### src/rtl/ring_pkg.sv
// Shared types and constants for the one-hot ring counter family.
package ring_pkg;

    localparam int DEFAULT_RING_WIDTH = 4;

    typedef enum logic [1:0] {
        UNLOCKED = 2'd0,
        ACQUIRE  = 2'd1,
        LOCKED   = 2'd2
    } ring_mon_state_e;

endpackage : ring_pkg

### src/rtl/onehot_to_bin.sv
// Combinational one-hot to binary decoder with a one-hot validity flag.
// All-zero input gives is_onehot=0 and bin=0.
module onehot_to_bin
    import ring_pkg::*;
#(
    parameter int WIDTH = DEFAULT_RING_WIDTH,
    localparam int IDX_W = $clog2(WIDTH)
) (
    input  logic [WIDTH-1:0] vec,
    output logic [IDX_W-1:0] bin,
    output logic             is_onehot
);

    // OR together the indices of all set bits; only meaningful when one-hot.
    always_comb begin
        bin = '0;
        for (int i = 0; i < WIDTH; i++) begin
            if (vec[i]) begin
                bin = bin | IDX_W'(i);
            end else begin
                bin = bin;
            end
        end
    end

    // Exactly one bit set: non-zero and clearing the lowest set bit leaves zero.
    always_comb begin
        is_onehot = (vec != '0) && ((vec & (vec - WIDTH'(1))) == '0);
    end

endmodule : onehot_to_bin

### src/rtl/ring_decoder_monitor.sv
// Receive-side monitor for one-hot ring counters: decodes the code, checks
// one-hot validity and rotate-left sequencing, and tracks lock and error count.
module ring_decoder_monitor
    import ring_pkg::*;
#(
    parameter int WIDTH     = DEFAULT_RING_WIDTH,
    parameter int LOCK_CNT  = 2,
    parameter int ERR_CNT_W = 8,
    localparam int IDX_W    = $clog2(WIDTH)
) (
    input  logic                 clk,
    input  logic                 reset_n,
    input  logic                 sample_en,
    input  logic [WIDTH-1:0]     ring_in,
    input  logic                 clr_err,
    output logic [IDX_W-1:0]     idx,
    output logic                 idx_valid,
    output logic                 onehot_err,
    output logic                 seq_err,
    output logic                 locked,
    output logic [ERR_CNT_W-1:0] err_count
);

    localparam int GC_W = $clog2(LOCK_CNT + 1);

    ring_mon_state_e      state_q,      state_d;
    logic [GC_W-1:0]      good_cnt_q,   good_cnt_d;
    logic [IDX_W-1:0]     prev_idx_q,   prev_idx_d;
    logic [IDX_W-1:0]     idx_q,        idx_d;
    logic                 idx_valid_q,  idx_valid_d;
    logic                 onehot_err_q, onehot_err_d;
    logic                 seq_err_q,    seq_err_d;
    logic                 locked_q,     locked_d;
    logic [ERR_CNT_W-1:0] err_count_q,  err_count_d;

    logic [IDX_W-1:0]     dec_idx_s;
    logic                 is_onehot_s;
    logic [IDX_W-1:0]     expected_s;
    logic                 match_s;
    logic [GC_W-1:0]      good_cnt_inc_s;

    onehot_to_bin #(
        .WIDTH (WIDTH)
    ) u_dec (
        .vec       (ring_in),
        .bin       (dec_idx_s),
        .is_onehot (is_onehot_s)
    );

    // Next ring position after prev_idx, wrapping WIDTH-1 back to 0.
    always_comb begin
        if (prev_idx_q == IDX_W'(WIDTH - 1)) begin
            expected_s = '0;
        end else begin
            expected_s = prev_idx_q + IDX_W'(1);
        end
        match_s        = (dec_idx_s == expected_s);
        good_cnt_inc_s = good_cnt_q + GC_W'(1);
    end

    // Lock FSM next state plus decoded index and error pulses.
    always_comb begin
        state_d      = state_q;
        good_cnt_d   = good_cnt_q;
        prev_idx_d   = prev_idx_q;
        idx_d        = idx_q;
        idx_valid_d  = 1'b0;
        onehot_err_d = 1'b0;
        seq_err_d    = 1'b0;
        if (sample_en) begin
            if (!is_onehot_s) begin
                onehot_err_d = 1'b1;
                state_d      = UNLOCKED;
                good_cnt_d   = '0;
            end else begin
                idx_d       = dec_idx_s;
                idx_valid_d = 1'b1;
                prev_idx_d  = dec_idx_s;
                case (state_q)
                    UNLOCKED: begin
                        state_d    = ACQUIRE;
                        good_cnt_d = '0;
                    end
                    ACQUIRE: begin
                        if (!match_s) begin
                            good_cnt_d = '0;
                        end else if (good_cnt_inc_s == GC_W'(LOCK_CNT)) begin
                            state_d    = LOCKED;
                            good_cnt_d = '0;
                        end else begin
                            good_cnt_d = good_cnt_inc_s;
                        end
                    end
                    LOCKED: begin
                        if (!match_s) begin
                            seq_err_d  = 1'b1;
                            state_d    = ACQUIRE;
                            good_cnt_d = '0;
                        end else begin
                            state_d = LOCKED;
                        end
                    end
                    default: begin
                        state_d    = UNLOCKED;
                        good_cnt_d = '0;
                    end
                endcase
            end
        end else begin
            state_d = state_q;
        end
        locked_d = (state_d == LOCKED);
    end

    // Saturating error counter; a clear beats a same-cycle increment.
    always_comb begin
        err_count_d = err_count_q;
        if (clr_err) begin
            err_count_d = '0;
        end else if ((onehot_err_d || seq_err_d) && (err_count_q != '1)) begin
            err_count_d = err_count_q + ERR_CNT_W'(1);
        end else begin
            err_count_d = err_count_q;
        end
    end

    // State and output registers.
    always_ff @(posedge clk or negedge reset_n) begin
        if (!reset_n) begin
            state_q      <= UNLOCKED;
            good_cnt_q   <= '0;
            prev_idx_q   <= '0;
            idx_q        <= '0;
            idx_valid_q  <= 1'b0;
            onehot_err_q <= 1'b0;
            seq_err_q    <= 1'b0;
            locked_q     <= 1'b0;
            err_count_q  <= '0;
        end else begin
            state_q      <= state_d;
            good_cnt_q   <= good_cnt_d;
            prev_idx_q   <= prev_idx_d;
            idx_q        <= idx_d;
            idx_valid_q  <= idx_valid_d;
            onehot_err_q <= onehot_err_d;
            seq_err_q    <= seq_err_d;
            locked_q     <= locked_d;
            err_count_q  <= err_count_d;
        end
    end

    assign idx        = idx_q;
    assign idx_valid  = idx_valid_q;
    assign onehot_err = onehot_err_q;
    assign seq_err    = seq_err_q;
    assign locked     = locked_q;
    assign err_count  = err_count_q;

endmodule : ring_decoder_monitor
### config.mk
export PLATFORM = sky130hd
export DESIGN_NAME = ring_decoder_monitor
export DESIGN_NICKNAME = d
export VERILOG_FILES = /design/src/rtl/ring_pkg.sv /design/src/rtl/onehot_to_bin.sv /design/src/rtl/ring_decoder_monitor.sv
export SDC_FILE = /design/constraint.sdc
export NUM_CORES = 1
export LEC_CHECK = 0
export BUFFER_PORTS_ARGS = -buffer_cell sky130_fd_sc_hd__buf_4
export CAP_MARGIN = 20
export CORE_ASPECT_RATIO = 0.8
export CORE_UTILIZATION = 52
export DETAILED_ROUTE_END_ITERATION = 7
export PLACE_DENSITY = 0.77
export SYNTH_ARGS = -nofsm -noshare
export SYNTH_HDL_FRONTEND = slang
export SYNTH_SLANG_ARGS = --single-unit
### constraint.sdc
create_clock -name clk -period 2.7 [get_ports clk]
set_clock_uncertainty 0.15 [all_clocks]
set_input_delay 0.81 -clock clk [delete_from_list [all_inputs] [get_ports clk]]
set_output_delay 0.81 -clock clk [all_outputs]
set_load 0.02 [all_outputs]
# [Yosys cells after proc, flatten, opt, wreduce, memory -nomap -nowiden]
# Index checks and enable logic that the tools add are counted.
[classes] n_addsub=4 eq_ne=8 mux=25 bitwise=1 reduce_logical=9
[ops] cell="2-to-1 mux 2 bit" n=12
[ops] cell="2-to-1 mux 8 bit" n=2
[ops] cell="2-to-1 mux 1 bit" n=9
[ops] cell="adder 8 x 1 -> 8 bit (second input constant)" n=1
[ops] cell="equality test 2 bit (second input constant)" n=4
[ops] cell="inequality test 8 bit (second input constant)" n=1
[ops] cell="one-hot mux 2 bit (3 select lines)" n=1
[ops] cell="adder 2 x 1 -> 2 bit (second input constant)" n=2
[ops] cell="bitwise AND 4 bit" n=1
[ops] cell="logical NOT 4 bit" n=1
[ops] cell="one-hot mux 2 bit (2 select lines)" n=1
[ops] cell="AND reduction 2 bit" n=2
[ops] cell="nonzero test 4 bit" n=1
[ops] cell="subtractor 4 x 1 -> 4 bit (second input constant)" n=1
[ops] cell="inequality test 3 bit (second input constant)" n=1
[ops] cell="equality test 2 x 1 -> 1 bit (second input constant)" n=1
[ops] cell="equality test 2 bit" n=1
[ops] cell="logical AND 1 bit" n=2
[ops] cell="logical NOT 2 bit" n=1
[ops] cell="nonzero test 2 bit" n=1
[ops] cell="logical OR 1 bit" n=1
[totals] register_bits=18 output_inout_bits=14

# [Depth between registers and ports, before layout]
[logic_depth] depth_word=12 mapped_depth=7 mapped_depth_nobuf=7

# [Cells and area by module]
# Synthesis repeated with hierarchy kept, for this count alone.
[hier_totals] cells_unflattened=104 hier_area_um2=1066.0
[by_module_without_submodules] module="ring_decoder_monitor" instances=1 cells_per_inst=98 area_each_um2=1016.0
[by_module_without_submodules] module="onehot_to_bin" instances=1 cells_per_inst=6 area_each_um2=50.0

# [Worst setup path after synthesis]
# No wires, ideal clock.
[synth_path] path_kind="input -> register" from="input ring_in[1]" to="register err_count_q[7] (netlist: err_count[7])" arrival_ns=2.414 required_ns=2.484 slack_ns=0.070 cell_stages=6 path_buffers=0 cell_sequence="or3_1 > a32o_1 > a311oi_4 > o211ai_4 > or4_1 > nand2_1"
[synth_via] elab_chain_cells=11 elab_cells_between_ends=18 classes_between="1 x add/sub; 1 x eq/ne; 9 x mux; 1 x bitwise; 6 x reduce/logical"
[synth_lines] item="start, declared" line="ring_decoder_monitor.sv:14" rtl="input logic [WIDTH-1:0] ring_in,"
[synth_lines] item="branches (longest 8 deep; another with subtractor 4 x 1 -> 4 bit)"
[synth_lines] item="logical OR 1 bit *" line="ring_decoder_monitor.sv:120" rtl="end else if ((onehot_err_d || seq_err_d) && (err_count_q != '1)) begin"
[synth_lines] item="logical AND 1 bit *" line="ring_decoder_monitor.sv:120"
[synth_lines] item="nonzero test 2 bit (no source line) *"
[synth_lines] item="end signal, assigned" line="ring_decoder_monitor.sv:148" rtl="err_count_q <= err_count_d;"
[synth_lines] item="end, declared" line="ring_decoder_monitor.sv:34" rtl="logic [ERR_CNT_W-1:0] err_count_q, err_count_d;"
# Every way passes the cells marked *.
# A chain may end at the register's enable or synchronous reset.

==> impl_metrics.py <==
metrics = {
    "timing": {
        "timing.final.max_slew_violations": 0,
        "worst_pin_slew_ps": 478,
        "rsz0062_at_grt": "no",
        "setup_ws_ps": 152,
        "max_freq_ghz": 0.392,
        "period_needed_ps": 2550,
        "finalHoldViolCount": 0,
        "fin_crit_sh": 0.944,
        "finalSetupTns_ps": 0,
        "setup_viol": 0,
        "max_slew_margin": 0.680,
    },
    "worst_setup_path": {
        "cp.depth": 8,
        "critical_path.top_delay_family": "compound AO/OA/AOI/OAI gates",
        "worstSetupEndpointType": "flop",
        "regToRegStartpoint": "idx[0]$_DFFE_PN0P_",
        "cp-startpoint": "idx[0]$_DFFE_PN0P_",
        "worst-setup-path-type": "reg -> reg",
        "start_kind": "flop",
        "cp.required_ps": 2770,
        "path_buf_inv": 1,
        "critPathMaxFanout": 6,
        "r2r_cells": 8,
        "critical_path.slowest_cell": "dfrtp_1",
        "endpoint": "err_count[0]$_DFFE_PN0P_",
        "critical-path-max-stage-delay_ps": 440,
        "regToRegSetupSlack_ps": 150,
        "cp_cell_sequence": "ha_1, or3_1, a32o_1, a311oi_4, buf_4, o211ai_1, xor2_1, nor2_1",
        "worst-endpoint-arrival_ps": 2620,
        "r2r_end": "err_count[0]$_DFFE_PN0P_",
    },
    "job": {
        "max_cap_violations": 0,
    },
    "detailed_routing": {
        "wl_met2_um": 931,
        "first_pass_iters": 4,
        "ant_nets": 0,
        "drtIter0Drc": 21,
        "drt-vias-per-instance": 5.49,
        "dr_wl_met3_um": 94,
        "wirelength_met1_um": 1060,
        "wl_um": 2090,
        "wl_per_cell_um": 13.4,
        "drc": 0,
        "topRoutingLayerUsed": "met3",
        "vias": 856,
    },
    "grt": {
        "grt_overflow": 0,
        "antenna_found_initial": 0,
        "first_global_vias": 733,
        "gr-usage-all-layers": 0.227,
        "grt_max_degree": 19,
        "grt_pass1_wl_um": 3300,
    },
    "synth": {
        "ys_ff_latch": 18,
        "syn-instance-count": 104,
        "synth.cell_area_um2": 1010,
        "synth_top_area_cell": "dfrtp_1",
        "synthArstFlopShare": 1.00,
        "synth_top_cells_by_count": "18 x dfrtp_1, 11 x nor2_1, 9 x nand2_1",
        "synth_edf_count": 0,
        "ys_seq_area_frac": 0.448,
        "yosysWarningCount": 0,
        "avgSynthCellArea_um2": 9.67,
        "synth.top_cell.area_share": 0.448,
        "synth.most_common_cell": "dfrtp_1",
        "synth-main-ff-cell": "dfrtp_1",
        "synthDistinctLibCells": 37,
        "syn-num-nets": 114,
        "ys_top_cells_by_area": "dfrtp_1 45%, nor2_1 4.1%, o21ai_0 4.0%",
    },
    "run_status": {
        "status": "completed",
    },
    "clock_tree": {
        "cts_tree": "yes",
        "cts_resized": 0,
        "clkSinkCount": 18,
        "post_cts_buffers": 0,
        "clk_path_buf_depth": 2,
        "ctsHoldBuffers": 0,
        "htreeDepth": 1,
        "numCtsBuffers": 3,
        "cts_root_buf": "clkbuf_4",
        "clkSlewWorstSetupHoldPaths_ps": 90,
        "clk_latency_ps": 290,
    },
    "die": {
        "core_area_um2": 1720,
        "initial_core_util": 0.583,
        "die_h_um": 41.3,
        "die_area_um2": 2120,
        "die_x_um": 51.2,
        "fp-row-count": 13,
        "ios": 22,
    },
    "min_path": {
        "holdCritPathClass": "in -> async",
    },
    "placement": {
        "place.gp.congestion": 0.740,
        "pre_cts_ws_ps": -122,
        "dp_cells": 153,
        "io_buffers": 21,
        "dpl.hpwl_um": 1600,
        "place_area_um2": 1240,
    },
    "cells_and_area": {
        "layout.cells.non_filler": 156,
        "diodes": 0,
        "design_area_um2": 1270,
        "fin_nets": 146,
        "synthToLayoutAreaGrowth_pct": 25.9,
        "drive_above_1_share": 0.269,
        "fill_cells": 132,
    },
    "pwr": {
        "p_leak_uw": 0.000602,
        "finalPower_uw": 580,
        "ir_drop_mv": 0.462,
        "p_per_area_nw_per_um2": 458,
    },
}
worst min-delay path by stage:
stage | end | slack, ps | depth (start not counted)
final | err_count[7]$_DFFE_PN0P_ | 220 | 1
after global routing | err_count[5]$_DFFE_PN0P_ | 220 | 1
after CTS | err_count[5]$_DFFE_PN0P_ | 220 | 1
after detailed placement | idx[1]$_DFFE_PN0P_ | 360 | 2
after global placement | idx[1]$_DFFE_PN0P_ | 350 | 2
after floorplan | good_cnt_q[1]$_DFFE_PN0P_ | 330 | 2
sequential cells by signal, summed over array words and instances (netlist names):
signal and flops:
err_count 8, good_cnt_q 2, idx 2, state_q 2
idx_valid 1, locked 1, onehot_err 1, seq_err 1
cell usage in the layout, fill, tap and decap left out, types with 2 or more instances in the layout:
master,instances
buf_4,29
dfrtp_1,18
nor2_1,11
nand2_1,9
o21ai_0,8
a31oi_1,4
o211ai_1,4
xor2_1,4
inv_1,3
nand2b_1,3
nor2b_1,3
a21oi_1,3
clkbuf_4,3
or3_1,2
nor3_1,2
and2_1,2
o31ai_1,2
and3_1,2
nand3_1,2
mux2i_1,2
ha_1,2
cells by family (layout without fill, tap and decap cells):
group           Yosys count  in the layout  synth area share
xor+xnor                  5              5            0.0435
mux                       3              3            0.0311
buf+inv                   5             35            0.0186
simple gates             41             41             0.206
fa+ha+maj                 2              2            0.0249
compound gates           30             30             0.228
flops                    18             18             0.448
where the power goes:
group	switching [uW]	leakage (uW)	internal [uW]	total [uW]
Combinational	88.0	0.000347	64.0	152
Sequential	14.7	0.000242	283	298
Clock	77.5	0.0000138	52.0	130
per-layer routing:
metal / track usage / up-vias
met3: 0.0870 / 0
met2: 0.388 / 15
met1: 0.282 / 395
met4: 0.0417 / 0
met5: 0 / -
li1: - / 446
area by class of cell:
cell class              count  area, um2  area share
well taps                  22       27.5      0.0217
multi-input cells          81        537       0.424
clock buffers               3       22.5      0.0178
repair buffers             29        218       0.172
flip-flops and latches     18        450       0.356
inverters                   3       11.3     0.00889
metrics by stage:
stage          hold WS [ps]  utilization
2_1_floorplan           335            -
3_3_place_gp            349        0.721
3_5_place_dp            362        0.721
4_1_cts                 216        0.734
5_1_grt                 217        0.734
6_report                218        0.734
Note: power is estimated with default switching activity, not from simulation.
